<file path="src/rtl/sram_arbiter.sv">
`default_nettype none
// ============================================================================
// Module      : sram_arbiter
// Description : Slot-based arbiter/sequencer for the shared video/main SRAM.
//               Video > CPU > ULAplus, with starve counters that promote a
//               long-waiting CPU or ULAplus request above video.
// Revision    : 1.0  initial release
// ============================================================================
module sram_arbiter #(
    parameter int STARVE_LIMIT = 3
) (
    input  logic        clk28,
    input  logic        usrrst_n,
    input  logic        vid_req,
    input  logic [18:0] vid_addr,
    output logic        vid_ack,
    output logic        vid_done,
    input  logic        cpu_req,
    input  logic        cpu_we,
    input  logic [18:0] cpu_addr,
    input  logic [7:0]  cpu_wdata,
    output logic        cpu_ack,
    output logic        cpu_done,
    input  logic        up_req,
    input  logic        up_we,
    input  logic [18:0] up_addr,
    input  logic [7:0]  up_wdata,
    output logic        up_ack,
    output logic        up_done,
    output logic [7:0]  rd_data,
    output logic [18:0] sram_a,
    input  logic [7:0]  sram_d_in,
    output logic [7:0]  sram_d_out,
    output logic        sram_d_oe,
    output logic        sram_n_rd,
    output logic        sram_n_wr,
    output logic        busy
);

    localparam logic [2:0] IDLE = 3'd0;
    localparam logic [2:0] RD_A = 3'd1;
    localparam logic [2:0] RD_B = 3'd2;
    localparam logic [2:0] WR_A = 3'd3;
    localparam logic [2:0] WR_B = 3'd4;
    localparam logic [2:0] WR_H = 3'd5;

    localparam logic [1:0] SRC_NONE = 2'd0;
    localparam logic [1:0] SRC_VID  = 2'd1;
    localparam logic [1:0] SRC_CPU  = 2'd2;
    localparam logic [1:0] SRC_UP   = 2'd3;

    localparam logic [2:0] LIMIT = STARVE_LIMIT[2:0];

    logic [2:0]  state;
    logic [1:0]  slot_src;     // source granted at the most recent AP
    logic [2:0]  cpu_cnt;
    logic [2:0]  up_cnt;

    logic        at_ap;
    logic        cpu_eff;
    logic        up_eff;
    logic        cpu_prom;
    logic        up_prom;
    logic [1:0]  winner;
    logic        win_we;
    logic [18:0] win_addr;
    logic [7:0]  win_wdata;

    assign busy = (state != IDLE);

    // Arbitration: mask the previous winner, apply starvation promotion, then
    // fixed priority. Video streams with a level request and is never masked,
    // otherwise it would lose every other slot.
    always_comb begin
        at_ap     = (state == IDLE) || (state == RD_B) || (state == WR_H);
        cpu_eff   = cpu_req && (slot_src != SRC_CPU);
        up_eff    = up_req  && (slot_src != SRC_UP);
        cpu_prom  = cpu_eff && (cpu_cnt >= LIMIT);
        up_prom   = up_eff  && (up_cnt  >= LIMIT);
        winner    = SRC_NONE;
        win_we    = 1'b0;
        win_addr  = 19'd0;
        win_wdata = 8'd0;
        if (cpu_prom)
            winner = SRC_CPU;
        else if (up_prom)
            winner = SRC_UP;
        else if (vid_req)
            winner = SRC_VID;
        else if (cpu_eff)
            winner = SRC_CPU;
        else if (up_eff)
            winner = SRC_UP;
        case (winner)
            SRC_VID: begin
                win_addr  = vid_addr;
            end
            SRC_CPU: begin
                win_we    = cpu_we;
                win_addr  = cpu_addr;
                win_wdata = cpu_wdata;
            end
            SRC_UP: begin
                win_we    = up_we;
                win_addr  = up_addr;
                win_wdata = up_wdata;
            end
            default: ;
        endcase
    end

    // Slot sequencer: strobes, data capture, acks/dones and starve counters.
    always_ff @(posedge clk28 or negedge usrrst_n) begin
        if (!usrrst_n) begin
            state      <= IDLE;
            slot_src   <= SRC_NONE;
            cpu_cnt    <= 3'd0;
            up_cnt     <= 3'd0;
            sram_a     <= 19'd0;
            sram_d_out <= 8'd0;
            sram_d_oe  <= 1'b0;
            sram_n_rd  <= 1'b1;
            sram_n_wr  <= 1'b1;
            rd_data    <= 8'd0;
            vid_ack    <= 1'b0;
            cpu_ack    <= 1'b0;
            up_ack     <= 1'b0;
            vid_done   <= 1'b0;
            cpu_done   <= 1'b0;
            up_done    <= 1'b0;
        end else begin
            vid_ack  <= 1'b0;
            cpu_ack  <= 1'b0;
            up_ack   <= 1'b0;
            vid_done <= 1'b0;
            cpu_done <= 1'b0;
            up_done  <= 1'b0;

            case (state)
                RD_A: state <= RD_B;
                WR_A: begin
                    state     <= WR_B;
                    sram_n_wr <= 1'b0;
                end
                WR_B: begin
                    state     <= WR_H;
                    sram_n_wr <= 1'b1;
                end
                default: ;
            endcase

            if (at_ap) begin
                // Finish the slot that is ending here, if any.
                if (state == RD_B)
                    rd_data <= sram_d_in;
                if (state == RD_B || state == WR_H) begin
                    vid_done <= (slot_src == SRC_VID);
                    cpu_done <= (slot_src == SRC_CPU);
                    up_done  <= (slot_src == SRC_UP);
                end

                slot_src <= winner;

                if (!cpu_eff || winner == SRC_CPU)
                    cpu_cnt <= 3'd0;
                else if (cpu_cnt < LIMIT)
                    cpu_cnt <= cpu_cnt + 3'd1;

                if (!up_eff || winner == SRC_UP)
                    up_cnt <= 3'd0;
                else if (up_cnt < LIMIT)
                    up_cnt <= up_cnt + 3'd1;

                if (winner == SRC_NONE) begin
                    state     <= IDLE;
                    sram_n_rd <= 1'b1;
                    sram_d_oe <= 1'b0;
                end else begin
                    sram_a  <= win_addr;
                    vid_ack <= (winner == SRC_VID);
                    cpu_ack <= (winner == SRC_CPU);
                    up_ack  <= (winner == SRC_UP);
                    if (win_we) begin
                        state      <= WR_A;
                        sram_d_out <= win_wdata;
                        sram_d_oe  <= 1'b1;
                        sram_n_rd  <= 1'b1;
                    end else begin
                        state      <= RD_A;
                        sram_d_oe  <= 1'b0;
                        sram_n_rd  <= 1'b0;
                    end
                end
            end
        end
    end

endmodule
`default_nettype wire

</file>
<file path="config.mk">
export PLATFORM = sky130hd
export DESIGN_NAME = sram_arbiter
export DESIGN_NICKNAME = d
export VERILOG_FILES = /design/src/rtl/sram_arbiter.sv
export SDC_FILE = /design/constraint.sdc
export NUM_CORES = 1
export LEC_CHECK = 0
export ABC_AREA = 1
export ABC_CLOCK_PERIOD_IN_PS = 3900
export CAP_MARGIN = 10
export CELL_PAD_IN_SITES_DETAIL_PLACEMENT = 2
export CELL_PAD_IN_SITES_GLOBAL_PLACEMENT = 2
export CORE_MARGIN = 2
export CORE_UTILIZATION = 24
export DETAILED_ROUTE_END_ITERATION = 6
export PLACE_DENSITY = 0.88
export SLEW_MARGIN = 30
export SYNTH_ARGS = -nofsm -noshare
export SYNTH_HDL_FRONTEND = slang
export SYNTH_SLANG_ARGS = --single-unit
</file>
<file path="constraint.sdc">
create_clock -name clk28 -period 3.9 [get_ports clk28]
set_input_delay 0.39 -clock clk28 [delete_from_list [all_inputs] [get_ports clk28]]
set_output_delay 0.39 -clock clk28 [all_outputs]
set_load 0.1 [all_outputs]
</file>
## Word-level counts from Yosys, hierarchy flattened

Cells that the tools add are included.

- $add $sub $neg: 2
- Magnitude comparators: 4
- Eq/ne operators: 13
- Multiplexer cells: 32
- Bitwise logic cells: 1
- Reductions and logical operators: 23

Operators by type and width:

| operator | count |
|---|---|
| case mux 19 bit (3 select lines) | 1 |
| case mux 8 bit (2 select lines) | 1 |
| 2-to-1 mux 1 bit | 15 |
| 2-to-1 mux 3 bit | 5 |
| 2-to-1 mux 2 bit | 7 |
| case mux 3 bit (3 select lines) | 1 |
| equality test 2 bit (second input constant) | 4 |
| AND reduction 2 bit | 4 |
| adder 3 x 1 -> 3 bit (second input constant) | 2 |
| equality test 3 x 2 -> 1 bit (second input constant) | 2 |
| equality test 3 bit (second input constant) | 2 |
| greater-or-equal comparator 3 x 2 -> 1 bit (second input constant) | 2 |
| less-than comparator 3 x 2 -> 1 bit (second input constant) | 2 |
| nonzero test 2 bit | 3 |
| logical OR 1 bit | 5 |
| equality test 2 x 1 -> 1 bit (second input constant) | 2 |
| logical AND 1 bit | 4 |
| != test 2 bit (second input constant) | 2 |
| case mux 1 bit (2 select lines) | 2 |
| nonzero test 4 bit | 1 |
| equality test 3 x 1 -> 1 bit (second input constant) | 1 |
| logical NOT 3 bit | 1 |
| AND reduction 3 bit | 1 |
| nonzero test 3 bit | 1 |
| 3 further kinds | 4 |

- Flip-flop bits (word level): 55
- Input bits: 88
- Output and inout bits: 45
- Logic and storage cells: 91

## Logic depth before layout (Yosys ltp)

Gate-level depths: netlist of run 1.

- Depth in word-level cells: 12
- Depth in mapped cells: 13
- Gate-level depth less buffers: 12

## Worst setup path after synthesis of run 1

No wires, ideal clock.

- Path kind: register to register
- Start point: register state[0]
- End point: register sram_d_out[0]
- Library setup time: 122 ps
- Arrival: 1951 ps
- Required time: 3778 ps
- Path slack: 1827 ps
- Cell stages (with the launch flop): 10
- Buffers on the path: 1
- Clock period less this slack: 2073 ps
- Path through: dfrtp_1 > nor2_1 > nand2_1 > nand2_4 > nand2_2 > inv_2 > buf_6 > nand2_2 > nand2_1 > nand2_1

- Word-level cells in the longest chain between the ends: 4
- Elaborated cells between the ends (all ways): 6
- Those cells by class: eq/ne (2); reduce/logical (4)

Ends and longest elaborated chain:

| what | RTL line | source |
|---|---|---|
| from (decl) | 54 | `logic [2:0] state;` |
| from (signal assigned) | 115 | `state <= IDLE;` |
| from (signal assigned) | 140 | `RD_A: state <= RD_B;` |
| from (signal assigned) | 142 | `state <= WR_B;` |
| equality test 3 x 2 -> 1 bit / logical NOT 3 bit (equally long branches) | 75 | `at_ap = (state == IDLE) \|\| (state == RD_B) \|\| (state == WR_H);` |
| logical OR 1 bit | 75 |  |
| logical OR 1 bit * | 75 |  |
| AND reduction 3 bit (no source line) * | - |  |
| to (signal assigned) | 185 | `sram_d_out <= win_wdata;` |
| to (decl) | 33 | `output logic [7:0] sram_d_out,` |

Every way passes the cells marked *; elsewhere a longest branch is shown, timed or not.
A chain may end at the register's enable or synchronous reset.

## Worst setup path after layout of run 1

- Start point: register up_cnt[0]
- End point: register sram_d_out[7]

- Word-level cells in the longest chain between the ends: 7
- Elaborated cells between the ends (all ways): 11
- Those cells by class: order compare (1); eq/ne (2); mux (4); bitwise (1); reduce/logical (3)

Ends and longest elaborated chain:

| what | RTL line | source |
|---|---|---|
| from (decl) | 57 | `logic [2:0] up_cnt;` |
| from (signal assigned) | 172 | `up_cnt <= up_cnt + 3'd1;` |
| greater-or-equal comparator 3 x 2 -> 1 bit * | 79 | `up_prom = up_eff && (up_cnt >= LIMIT);` |
| logical AND 1 bit * | 79 |  |
| 2-to-1 mux 2 bit * | 86 | `else if (up_prom)` |
| 2-to-1 mux 2 bit * | 84 | `if (cpu_prom)` |
| equality test 2 bit / logical NOT 2 bit (equally long branches) | 94, 174 |  |
| case mux 1 bit (2 select lines) / inverter 1 bit (equally long branches) | - |  |
| AND reduction 3 bit (no source line) | - |  |

Marks and branches as above.

==> impl_metrics.prom, run 1 <==
# TYPE chip_impl_metric gauge
chip_impl_metric{name="worst_skew",unit="ps"} 7.417
chip_impl_metric{name="power_density",unit="mW/mm^2"} 1037
chip_impl_metric{name="grt_max_degree",unit=""} 40
chip_impl_metric{name="post_route_setup_slack",unit="ps"} 960.5
chip_impl_metric{name="dieArea",unit="sq mm"} 0.01355
chip_impl_metric{name="seq_area_frac_synth",unit="%"} 45.48
chip_impl_metric{name="finalCritPeriodShare",unit="%"} 75.37
chip_impl_info{name="cp_startpoint_kind",value="flop"} 1
chip_impl_metric{name="placeableCoreArea",unit="sq mm"} 0.01247
chip_impl_metric{name="power_leakage",unit="nW"} 2.111
chip_impl_metric{name="number_of_buffers_added_to_fix_hold_violations_after_cts",unit=""} 0
chip_impl_info{name="endpoint_kind",value="flop"} 1
chip_impl_metric{name="slew_headroom",unit="%"} 32.87
chip_impl_metric{name="route.antenna.remaining_nets",unit=""} 0
chip_impl_metric{name="critPathRequiredTime",unit="ps"} 4090
chip_impl_metric{name="post_synthesis_area_per_instance",unit="sq um"} 7.541
chip_impl_metric{name="grt_util_all_layers",unit="%"} 17.63
chip_impl_metric{name="report.final.slew_viol_count",unit=""} 0
chip_impl_metric{name="routed-via-count",unit=""} 3200
chip_impl_metric{name="postSynthNetCount",unit=""} 494
chip_impl_metric{name="cts.reportedPaths.clkPinSlew",unit="ps"} 80
chip_impl_metric{name="first_global_vias",unit=""} 3613
chip_impl_metric{name="detailed_router_s_first_iteration_violation_count",unit=""} 143
chip_impl_metric{name="cts.htree.levels",unit=""} 2
chip_impl_metric{name="port_buffers",unit=""} 132
chip_impl_metric{name="final_net_count",unit=""} 617
chip_impl_metric{name="detailed_place_hpwl",unit="um"} 8958
chip_impl_info{name="tritoncts",value="done"} 1
chip_impl_metric{name="area_growth_syn_to_layout",unit="%"} 51.96
chip_impl_metric{name="setup_viol",unit=""} 0
chip_impl_metric{name="library_cells_used_by_synthesis",unit=""} 25
chip_impl_metric{name="floorplan.rows",unit=""} 41
chip_impl_metric{name="ff2ff_setup_slack",unit="ps"} 960
chip_impl_metric{name="yosysWarnings",unit=""} 0
chip_impl_metric{name="ff2ff_path_depth",unit=""} 12
chip_impl_info{name="grt_setup_unrepaired",value="false"} 1
chip_impl_metric{name="num_antenna_cells",unit=""} 0
chip_impl_metric{name="timing.final.crit_period",unit="ps"} 2939
chip_impl_metric{name="worst_ir_drop_vdd",unit="mV"} 0.5296
chip_impl_metric{name="clkSinkCount",unit=""} 55
chip_impl_metric{name="ys_seq_elements",unit=""} 55
chip_impl_metric{name="grt_first_pass_wirelength",unit="um"} 18530
chip_impl_metric{name="post-cts-setup-buffers",unit=""} 0
chip_impl_metric{name="wirelength",unit="um"} 11650
chip_impl_info{name="clockRootBuffer",value="sky130_fd_sc_hd__clkbuf_16"} 1
chip_impl_metric{name="drt_pre_antenna_iters",unit=""} 4
chip_impl_metric{name="setup_tns",unit="ps"} 0
chip_impl_metric{name="hold_viol",unit=""} 0
chip_impl_metric{name="maxCapViolCount",unit=""} 0
chip_impl_info{name="crit_type",value="reg2reg"} 1
chip_impl_metric{name="die-width",unit="um"} 116.4
chip_impl_info{name="hold_path.class",value="in2async"} 1
chip_impl_metric{name="clockBufferDepth",unit=""} 2
chip_impl_metric{name="numCtsBuffers",unit=""} 5
chip_impl_metric{name="number_of_antenna_violations_at_the_first_check_in_global_routing",unit=""} 0
chip_impl_metric{name="timing.critical_path.arrival",unit="ps"} 3130
chip_impl_metric{name="max_freq",unit="GHz"} 0.3402
chip_impl_metric{name="pin_count",unit=""} 133
chip_impl_info{name="regToRegEndpoint",value="sram_d_out[7]"} 1
chip_impl_metric{name="post_route_cells_drive_above_1_share",unit="%"} 10.08
chip_impl_metric{name="gp_congestion",unit=""} 0.7945
chip_impl_metric{name="dieHeight",unit="um"} 116.4
chip_impl_info{name="timing.rr.start",value="up_cnt[0]"} 1
chip_impl_metric{name="synth_area",unit="sq mm"} 0.003032
chip_impl_metric{name="ctsResizeCount",unit=""} 0
chip_impl_metric{name="floorplan.initialDensity",unit="%"} 24.32
chip_impl_metric{name="dp_worst_setup_slack",unit="ps"} 887.6
chip_impl_metric{name="syn_inst",unit=""} 402
chip_impl_info{name="status",value="complete, no violations"} 1
chip_impl_metric{name="globalRouteOverflowTotal",unit=""} 0
chip_impl_metric{name="clkLatencyLatePin",unit="ps"} 300
chip_impl_metric{name="wl_per_cell",unit="um"} 16.69
chip_impl_metric{name="drt-vias-per-instance",unit=""} 4.585
chip_impl_metric{name="drc",unit=""} 0
chip_impl_metric{name="worst-path-max-fanout",unit=""} 30
chip_impl_metric{name="worstMarginPinSlew",unit="ps"} 1004
flip-flops by register name (all words and copies together), names as in the netlist:
register,flops
cpu_ack,1
cpu_cnt,3
cpu_done,1
rd_data,8
slot_src,2
sram_a,19
sram_d_oe,1
sram_d_out,8
sram_n_rd,1
sram_n_wr,1
state,3
up_ack,1
up_cnt,3
up_done,1
vid_ack,1
vid_done,1
routing by layer:
layer | global-route usage [%] | vias up | share of wire [%]
met4 | 4.127 | 0 | 1.2
met2 | 31.82 | 106 | 50
met5 | 0 | - | 0
met3 | 3.944 | 11 | 5.8
met1 | 21.33 | 1539 | 43
li1 | - | 1544 | -
worst max-delay path by stage:
| stage | startpoint | end | slack (ps) | depth (start not counted) |
|---|---|---|---|---|
| 2_1_floorplan | state[0] | sram_d_out[0] | 1830 | 9 |
| 3_3_place_gp | cpu_req | sram_d_out[5] | 1010 | 10 |
| 3_5_place_dp | up_req | sram_d_out[2] | 890 | 11 |
| 4_1_cts | up_cnt[0] | sram_d_out[2] | 930 | 12 |
| 5_1_grt | up_cnt[0] | sram_d_out[2] | 640 | 12 |
| 6_report | up_cnt[0] | sram_d_out[7] | 960 | 12 |
synth_stat cells:
master | number | area (sq um)
sky130_fd_sc_hd__o21ai_0 | 3 | 15.01
sky130_fd_sc_hd__buf_2 | 9 | 45.04
sky130_fd_sc_hd__inv_2 | 5 | 18.77
sky130_fd_sc_hd__buf_6 | 3 | 33.78
sky130_fd_sc_hd__nor3_1 | 2 | 10.01
sky130_fd_sc_hd__buf_12 | 1 | 20.02
sky130_fd_sc_hd__nor2_4 | 1 | 11.26
sky130_fd_sc_hd__nand2_2 | 5 | 31.28
sky130_fd_sc_hd__ha_1 | 4 | 50.05
sky130_fd_sc_hd__nand3_2 | 2 | 20.02
sky130_fd_sc_hd__nand3_1 | 48 | 240.2
sky130_fd_sc_hd__nor2_1 | 46 | 172.7
sky130_fd_sc_hd__clkbuf_1 | 2 | 7.510
sky130_fd_sc_hd__nand4_1 | 29 | 181.4
sky130_fd_sc_hd__dfstp_2 | 2 | 52.55
sky130_fd_sc_hd__dfrtp_1 | 53 | 1326
sky130_fd_sc_hd__buf_1 | 2 | 7.510
sky130_fd_sc_hd__nand2_4 | 1 | 11.26
sky130_fd_sc_hd__nand3b_1 | 2 | 15.01
sky130_fd_sc_hd__buf_4 | 5 | 37.54
sky130_fd_sc_hd__nor2_2 | 22 | 137.6
sky130_fd_sc_hd__o21ai_1 | 3 | 15.01
sky130_fd_sc_hd__a21oi_1 | 1 | 5.000
sky130_fd_sc_hd__inv_1 | 10 | 37.54
sky130_fd_sc_hd__nand2_1 | 141 | 529.3
stage by stage:
stage                     cell area, sq um  power, mW  utilization [%]  cells  hold WS [ps]
after floorplan                       3032      3.549                -    402         94.41
after global placement                4457      4.233            35.75    690         338.3
after detailed placement              4457      4.357            35.75    690         351.8
after CTS                             4607      4.841            36.96    698         24.78
after global routing                  4607      5.075            36.96    698         42.53
final                                 4607      4.778            36.96    698         13.49
cell families after synthesis:
family,count (synthesis),synth area share (%)
compound gates,7,1.155
fa+ha+maj,4,1.651
buf+inv,37,6.851
flops,55,45.48
simple gates,299,44.86
worst max-delay path, cell delays in order (launching register included):
cell                      delay, ps
sky130_fd_sc_hd__dfrtp_1        430
sky130_fd_sc_hd__ha_1           220
sky130_fd_sc_hd__ha_1           170
sky130_fd_sc_hd__inv_1           50
sky130_fd_sc_hd__nand3_1         90
sky130_fd_sc_hd__nand2_2        110
sky130_fd_sc_hd__nand3_2        540
sky130_fd_sc_hd__nand2_2        440
sky130_fd_sc_hd__nand3_1        170
sky130_fd_sc_hd__nand2_2        230
sky130_fd_sc_hd__nand2_2        180
sky130_fd_sc_hd__nand2_1        130
sky130_fd_sc_hd__nand2_1         60
final cells by class:
cell class              count  area [sq um]
inverters                  15         56.30
repair buffers            138          1361
fillers                  1434          7859
clock buffers               5         125.1
multi-input cells         310          1445
clock inverters             3         25.02
flip-flops and latches     55          1379
well taps                 172         215.2
power breakdown:
group	switching [mW]	internal, mW
Clock	0.226	0.241
Sequential	0.179	0.834
Combinational	2.51	0.787
Total	2.92	1.86
cell usage in the layout (no fill, tap or decap), types with 3 or more instances in the layout:
cell                              Yosys  routed
sky130_fd_sc_hd__buf_4                5       6
sky130_fd_sc_hd__nand2_1            141     141
sky130_fd_sc_hd__inv_1               10      10
sky130_fd_sc_hd__dfrtp_1             53      53
sky130_fd_sc_hd__o21ai_1              3       3
sky130_fd_sc_hd__ha_1                 4       4
sky130_fd_sc_hd__inv_2                5       5
sky130_fd_sc_hd__o21ai_0              3       3
sky130_fd_sc_hd__nand4_1             29      29
sky130_fd_sc_hd__clkbuf_16            0       5
sky130_fd_sc_hd__nand2_2              5       5
sky130_fd_sc_hd__nor2_1              46      46
sky130_fd_sc_hd__nand3_1             48      48
sky130_fd_sc_hd__nor2_2              22      22
sky130_fd_sc_hd__clkdlybuf4s50_1      0     131
No activity file was read; power rests on OpenSTA's default activity.
==> inputs of run 2 (changes only) <==
--- a/config.mk
+++ b/config.mk
@@ -6,14 +6,14 @@
 export NUM_CORES = 1
 export LEC_CHECK = 0
 export ABC_AREA = 1
-export ABC_CLOCK_PERIOD_IN_PS = 3900
+export ABC_CLOCK_PERIOD_IN_PS = 2900
 export CAP_MARGIN = 10
 export CELL_PAD_IN_SITES_DETAIL_PLACEMENT = 2
 export CELL_PAD_IN_SITES_GLOBAL_PLACEMENT = 2
 export CORE_MARGIN = 2
-export CORE_UTILIZATION = 24
+export CORE_UTILIZATION = 22
 export DETAILED_ROUTE_END_ITERATION = 6
-export PLACE_DENSITY = 0.88
+export PLACE_DENSITY = 0.82
 export SLEW_MARGIN = 30
 export SYNTH_ARGS = -nofsm -noshare
 export SYNTH_HDL_FRONTEND = slang
==> constraint.sdc (replaced) <==
create_clock -name clk28 -period 2.9 [get_ports clk28]
set_input_delay 0.29 -clock clk28 [delete_from_list [all_inputs] [get_ports clk28]]
set_output_delay 0.29 -clock clk28 [all_outputs]
set_load 0.1 [all_outputs]
==> run 2 against run 1 <==
  * Sequential share of layout area increased by 0.48 points
  * Fmax grew 18%
  * Highest routed layer unchanged
  * Design area down 1.6%
  * Utilization decreased by 3.0 points
==> impl_metrics.prom, run 2 (same netlist as run 1, synthesis figures left out) <==
# TYPE chip_impl_metric gauge
chip_impl_metric{name="slew_headroom",unit="%"} 58.53
chip_impl_metric{name="ff2ff_setup_slack",unit="ps"} 420
chip_impl_metric{name="route.antenna.remaining_nets",unit=""} 0
chip_impl_metric{name="num_antenna_cells",unit=""} 0
chip_impl_info{name="grt_setup_unrepaired",value="false"} 1
chip_impl_metric{name="worst-path-max-fanout",unit=""} 14
chip_impl_metric{name="drt-vias-per-instance",unit=""} 4.594
chip_impl_metric{name="port_buffers",unit=""} 132
chip_impl_metric{name="grt_first_pass_wirelength",unit="um"} 18780
chip_impl_metric{name="number_of_buffers_added_to_fix_hold_violations_after_cts",unit=""} 0
chip_impl_metric{name="final_net_count",unit=""} 620
chip_impl_metric{name="area_growth_syn_to_layout",unit="%"} 49.57
chip_impl_metric{name="grt_util_all_layers",unit="%"} 16.51
chip_impl_metric{name="detailed_place.area",unit="sq mm"} 0.004384
chip_impl_metric{name="design_area",unit="sq mm"} 0.004534
chip_impl_metric{name="max_reg_flops",unit=""} 19
chip_impl_metric{name="gp_congestion",unit=""} 0.7692
chip_impl_metric{name="worstMarginPinSlew",unit="ps"} 622.0
chip_impl_metric{name="dieHeight",unit="um"} 121.4
chip_impl_metric{name="wirelength",unit="um"} 11760
chip_impl_info{name="registers.top_by_ff_count",value="sram_a"} 1
chip_impl_metric{name="pin_count",unit=""} 133
chip_impl_metric{name="die-width",unit="um"} 121.4
chip_impl_metric{name="cts.reportedPaths.clkPinSlew",unit="ps"} 80
chip_impl_metric{name="timing.critical_path.arrival",unit="ps"} 2680
chip_impl_metric{name="hold_viol",unit=""} 0
chip_impl_metric{name="clkSinkCount",unit=""} 55
chip_impl_metric{name="floorplan.initialDensity",unit="%"} 22.71
chip_impl_metric{name="maxCapViolCount",unit=""} 0
chip_impl_metric{name="drc",unit=""} 0
chip_impl_info{name="endpoint_kind",value="flop"} 1
chip_impl_info{name="timing.rr.start",value="up_cnt[0]"} 1
chip_impl_metric{name="numCtsBuffers",unit=""} 5
chip_impl_metric{name="worst_skew",unit="ps"} 12.68
chip_impl_metric{name="globalRouteOverflowTotal",unit=""} 0
chip_impl_metric{name="finalCritPeriodShare",unit="%"} 85.68
chip_impl_metric{name="max_freq",unit="GHz"} 0.4024
chip_impl_metric{name="dieArea",unit="sq mm"} 0.01474
chip_impl_info{name="layout.cells.most_common",value="sky130_fd_sc_hd__nand2_1"} 1
chip_impl_metric{name="timing.final.crit_period",unit="ps"} 2485
chip_impl_metric{name="critPathRequiredTime",unit="ps"} 3100
chip_impl_info{name="crit_type",value="reg2reg"} 1
chip_impl_info{name="tritoncts",value="done"} 1
chip_impl_info{name="biggestRegsByFlops",value="sram_a: 19 flops, rd_data: 8 flops, sram_d_out: 8 flops"} 1
chip_impl_metric{name="detailed_place_hpwl",unit="um"} 8992
chip_impl_metric{name="first_global_vias",unit=""} 3536
chip_impl_info{name="clockRootBuffer",value="sky130_fd_sc_hd__clkbuf_16"} 1
chip_impl_metric{name="report.final.slew_viol_count",unit=""} 0
chip_impl_info{name="regToRegEndpoint",value="sram_d_out[7]"} 1
chip_impl_metric{name="ctsResizeCount",unit=""} 0
chip_impl_metric{name="number_of_antenna_violations_at_the_first_check_in_global_routing",unit=""} 0
chip_impl_metric{name="ff2ff_path_depth",unit=""} 12
chip_impl_info{name="mostFrequentLayoutCells",value="sky130_fd_sc_hd__nand2_1 (141), sky130_fd_sc_hd__clkdlybuf4s50_1 (86), sky130_fd_sc_hd__dfrtp_1 (53), sky130_fd_sc_hd__buf_4 (53), sky130_fd_sc_hd__nand3_1 (48)"} 1
chip_impl_metric{name="detailed_router_s_first_iteration_violation_count",unit=""} 62
chip_impl_metric{name="post_route_cells_drive_above_1_share",unit="%"} 19.09
chip_impl_info{name="status",value="complete, no violations"} 1
chip_impl_metric{name="grt_max_degree",unit=""} 35
chip_impl_metric{name="clkLatencyLatePin",unit="ps"} 300
chip_impl_metric{name="finalCoreUtilization",unit="%"} 33.97
chip_impl_metric{name="placeableCoreArea",unit="sq mm"} 0.01335
chip_impl_metric{name="routed-via-count",unit=""} 3239
chip_impl_metric{name="clockBufferDepth",unit=""} 2
chip_impl_metric{name="wl_per_cell",unit="um"} 16.68
chip_impl_metric{name="post-cts-setup-buffers",unit=""} 0
chip_impl_info{name="hold_path.class",value="in2async"} 1
chip_impl_metric{name="setup_viol",unit=""} 0
chip_impl_metric{name="floorplan.rows",unit=""} 42
chip_impl_metric{name="setup_tns",unit="ps"} 0
chip_impl_metric{name="cts.htree.levels",unit=""} 2
chip_impl_metric{name="drt_pre_antenna_iters",unit=""} 4
chip_impl_info{name="worstSetupStartpoint",value="up_cnt[0]"} 1
chip_impl_info{name="cp_startpoint_kind",value="flop"} 1
chip_impl_info{name="critical_path.endpoint",value="sram_d_out[7]"} 1
## run 2: cell count changes in the layout (fill, tap and decap cells not counted)
cell                              change
sky130_fd_sc_hd__buf_4               +47
sky130_fd_sc_hd__clkdlybuf4s50_1     -45
sky130_fd_sc_hd__buf_12               +1
## run 2: critical path, stage by stage (launching register included)
cell                      delay (ps)
sky130_fd_sc_hd__dfrtp_1         420
sky130_fd_sc_hd__ha_1            220
sky130_fd_sc_hd__ha_1            180
sky130_fd_sc_hd__inv_1            50
sky130_fd_sc_hd__nand3_1          90
sky130_fd_sc_hd__nand2_2         120
sky130_fd_sc_hd__nand3_2         260
sky130_fd_sc_hd__nand2_2         300
sky130_fd_sc_hd__nand3_1         160
sky130_fd_sc_hd__nand2_2         210
sky130_fd_sc_hd__nand2_2         190
sky130_fd_sc_hd__nand2_1         120
sky130_fd_sc_hd__nand2_1          50
## run 2: through the flow
stage          cells  worst slack (ps)  hold WS (ps)
6_report         705             415.2         1.264
5_1_grt          705             180.5         44.29
4_1_cts          705             389.9         19.45
3_5_place_dp     697             415.2         348.2
3_3_place_gp     697             538.7         339.8
2_1_floorplan    402             827.1        -5.591
## run 2: worst min-delay path by stage
stage | cells past startpoint | slack (ps) | start | to
floorplan | 0 | -6 | usrrst_n | cpu_ack
global placement | 1 | 340 | usrrst_n | sram_a[6]
detailed placement | 1 | 350 | usrrst_n | sram_a[6]
CTS | 1 | 20 | usrrst_n | sram_a[6]
global route | 1 | 40 | usrrst_n | sram_a[6]
finish | 1 | 1 | usrrst_n | sram_a[3]
## run 2: final cells by class
cell class	instances	area [sq um]
inverter	15	56.30
sequential	55	1379
timing repair buffer	141	1284
multi-input combinational	310	1445
tap	176	220.2
clock inverter	3	25.02
clock buffer	5	125.1
fill	1601	8813
## run 2: routing by layer
layer	global-route usage, %	vias to the layer above	share of wire [%]
met5	0	-	0
met4	3.376	0	1.1
met3	3.665	11	6.2
met2	30.51	107	51
met1	19.51	1573	42
li1	-	1548	-
Power of run 2 is left out: the tool's default activity adds up to more than one toggle a clock period on the data nets, which glitch-free logic cannot reach.
==> inputs of run 3 (changes only) <==
--- a/config.mk
+++ b/config.mk
@@ -13,8 +13,10 @@
 export CORE_MARGIN = 2
 export CORE_UTILIZATION = 22
 export DETAILED_ROUTE_END_ITERATION = 6
+export HOLD_SLACK_MARGIN = 0.05
 export PLACE_DENSITY = 0.82
 export SLEW_MARGIN = 30
 export SYNTH_ARGS = -nofsm -noshare
 export SYNTH_HDL_FRONTEND = slang
 export SYNTH_SLANG_ARGS = --single-unit
+export TNS_END_PERCENT = 30
==> run 3 against run 2 <==
  * Sequential share of layout area shrank 0.067 points
  * Clock skew increased by 0.79 ps
  * Register-to-register slack about the same
  * Fmax barely moved
  * Die area unchanged
  * Largest cell class unchanged
  * Highest routed layer unchanged
==> impl_metrics.prom, run 3 (same netlist as run 1, synthesis figures left out) <==
# TYPE chip_impl_metric gauge
chip_impl_info{name="status",value="complete, no violations"} 1
chip_impl_metric{name="ff2ff_setup_slack",unit="ps"} 410
chip_impl_metric{name="timing.final.crit_period",unit="ps"} 2486
chip_impl_info{name="endpoint_kind",value="flop"} 1
chip_impl_metric{name="grt_first_pass_wirelength",unit="um"} 18780
chip_impl_metric{name="post-cts-setup-buffers",unit=""} 0
chip_impl_info{name="cp_startpoint_kind",value="flop"} 1
chip_impl_metric{name="first_global_vias",unit=""} 3536
chip_impl_info{name="crit_chain",value="ha_1, ha_1, inv_1, nand3_1, nand2_2, nand3_2, nand2_2, nand3_1, nand2_2, nand2_2, nand2_1, nand2_1"} 1
chip_impl_metric{name="area_growth_syn_to_layout",unit="%"} 49.90
chip_impl_info{name="crit_type",value="reg2reg"} 1
chip_impl_metric{name="largest_stage_delay_on_the_critical_path",unit="ps"} 420
chip_impl_metric{name="drc",unit=""} 0
chip_impl_metric{name="drt_pre_antenna_iters",unit=""} 4
chip_impl_metric{name="dieArea",unit="sq mm"} 0.01474
chip_impl_metric{name="die-width",unit="um"} 121.4
chip_impl_metric{name="post_route_cells_drive_above_1_share",unit="%"} 19.06
chip_impl_info{name="cpMostUsedCell",value="sky130_fd_sc_hd__nand2_2"} 1
chip_impl_metric{name="floorplan.rows",unit=""} 42
chip_impl_metric{name="worstMarginPinSlew",unit="ps"} 622.6
chip_impl_info{name="biggestRegsByFlops",value="sram_a: 19 flops, rd_data: 8 flops, sram_d_out: 8 flops"} 1
chip_impl_metric{name="critPathRequiredTime",unit="ps"} 3100
chip_impl_info{name="clockRootBuffer",value="sky130_fd_sc_hd__clkbuf_16"} 1
chip_impl_metric{name="detailed_place_hpwl",unit="um"} 8992
chip_impl_metric{name="timing.critical_path.arrival",unit="ps"} 2690
chip_impl_metric{name="finalCoreUtilization",unit="%"} 34.05
chip_impl_metric{name="port_buffers",unit=""} 132
chip_impl_metric{name="numCtsBuffers",unit=""} 5
chip_impl_metric{name="instances_no_fill",unit=""} 706
chip_impl_info{name="registers.top_by_ff_count",value="sram_a"} 1
chip_impl_metric{name="routed-via-count",unit=""} 3220
chip_impl_metric{name="cts.reportedPaths.clkPinSlew",unit="ps"} 80
chip_impl_metric{name="grt_util_all_layers",unit="%"} 16.51
chip_impl_metric{name="wl_per_cell",unit="um"} 16.62
chip_impl_metric{name="ctsResizeCount",unit=""} 0
chip_impl_info{name="timing.rr.start",value="up_cnt[0]"} 1
chip_impl_metric{name="whs",unit="ps"} 477.9
chip_impl_metric{name="max_freq",unit="GHz"} 0.4022
chip_impl_metric{name="setup_viol",unit=""} 0
chip_impl_metric{name="worst-path-max-fanout",unit=""} 14
chip_impl_metric{name="drt-vias-per-instance",unit=""} 4.561
chip_impl_metric{name="fill_cells",unit=""} 1600
chip_impl_info{name="hold_path.class",value="reg2reg"} 1
chip_impl_metric{name="max_reg_flops",unit=""} 19
chip_impl_metric{name="area_taken_by_multi_input_logic_gates",unit="sq mm"} 0.001445
chip_impl_metric{name="detailed_router_s_first_iteration_violation_count",unit=""} 71
chip_impl_metric{name="dieHeight",unit="um"} 121.4
chip_impl_metric{name="worst_skew",unit="ps"} 13.47
chip_impl_metric{name="setup_tns",unit="ps"} 0
chip_impl_metric{name="place.detailed.instances",unit=""} 697
chip_impl_metric{name="cts.htree.levels",unit=""} 2
chip_impl_metric{name="hold_viol",unit=""} 0
chip_impl_metric{name="seqCellArea",unit="sq mm"} 0.001379
chip_impl_metric{name="final_net_count",unit=""} 621
chip_impl_info{name="mostFrequentLayoutCells",value="sky130_fd_sc_hd__nand2_1 (141), sky130_fd_sc_hd__clkdlybuf4s50_1 (86), sky130_fd_sc_hd__dfrtp_1 (53), sky130_fd_sc_hd__buf_4 (53), sky130_fd_sc_hd__nand3_1 (48)"} 1
chip_impl_metric{name="clkLatencyLatePin",unit="ps"} 300
chip_impl_metric{name="route.antenna.remaining_nets",unit=""} 0
chip_impl_metric{name="finalCritPeriodShare",unit="%"} 85.74
chip_impl_info{name="worstSetupStartpoint",value="up_cnt[0]"} 1
chip_impl_metric{name="grt_max_degree",unit=""} 35
chip_impl_metric{name="number_of_antenna_violations_at_the_first_check_in_global_routing",unit=""} 0
chip_impl_metric{name="buffers_plus_inverters_on_the_worst_setup_path",unit=""} 1
chip_impl_metric{name="maxCapViolCount",unit=""} 0
chip_impl_info{name="grt_setup_unrepaired",value="false"} 1
chip_impl_info{name="critical-path-top-delay-family",value="simple AND/OR/NAND/NOR gates"} 1
chip_impl_info{name="worstHoldStart",value="sram_n_wr"} 1
chip_impl_metric{name="floorplan.initialDensity",unit="%"} 22.71
chip_impl_metric{name="placeableCoreArea",unit="sq mm"} 0.01335
chip_impl_metric{name="slew_headroom",unit="%"} 58.49
chip_impl_metric{name="clkSinkCount",unit=""} 55
chip_impl_metric{name="clockBufferDepth",unit=""} 2
chip_impl_metric{name="report.final.slew_viol_count",unit=""} 0
chip_impl_metric{name="num_antenna_cells",unit=""} 0
chip_impl_metric{name="pin_count",unit=""} 133
chip_impl_metric{name="wirelength",unit="um"} 11740
chip_impl_metric{name="gp_congestion",unit=""} 0.7692
chip_impl_metric{name="globalRouteOverflowTotal",unit=""} 0
chip_impl_info{name="layout.cells.most_common",value="sky130_fd_sc_hd__nand2_1"} 1
chip_impl_info{name="crit_slowest_cell",value="sky130_fd_sc_hd__dfrtp_1"} 1
chip_impl_info{name="tritoncts",value="done"} 1
==> run 3: worst reg2reg max path: cells and delay by family, from the launching register on <==
family                     cells  cell delay (ps)
DFF                            1              420
buffers and inverters          1               50
and+or+nand+nor                9             1530
adders and majority gates      2              400
==> run 3: layout make-up <==
cell class,count,share of cell area [%]
Timing Repair Buffer,142,28.47
Multi-Input combinational cell,310,31.80
Clock inverter,3,0.5507
Clock buffer,5,2.753
Inverter,15,1.239
Tap cell,176,4.846
Sequential cell,55,30.34
==> run 3: worst paths after layout <==
kind / cells past startpoint / end
min in group asynchronous: 2 / sram_a[6]
max: 12 / sram_d_out[7]
min: 2 / sram_n_wr
max in group asynchronous: 3 / sram_n_wr
min reg2reg: 2 / sram_n_wr
max reg2reg: 12 / sram_d_out[7]
==> run 3: through the flow <==
| step | instance area [sq um] | setup WS (ps) |
|---|---|---|
| after floorplan | 3032 | 827.1 |
| after global placement | 4384 | 538.7 |
| after detailed placement | 4384 | 415.2 |
| after CTS | 4544 | 389.9 |
| after global routing | 4544 | 180.5 |
| final | 4544 | 413.6 |
==> run 3: repair_timing <==
action	4_1_cts	5_1_grt
setup endpoints to repair	0	0
hold endpoints to repair	22	0
hold buffers	1	0
==> run 3: routing by layer <==
metal / track usage (%) / vias up / routed length, um
li1: - / 1550 / -
met2: 30.51 / 97 / 5918
met4: 3.376 / 0 / 122
met3: 3.665 / 9 / 718
met1: 19.51 / 1564 / 4975
met5: 0 / - / 0
Power of run 3 is left out for the same reason.
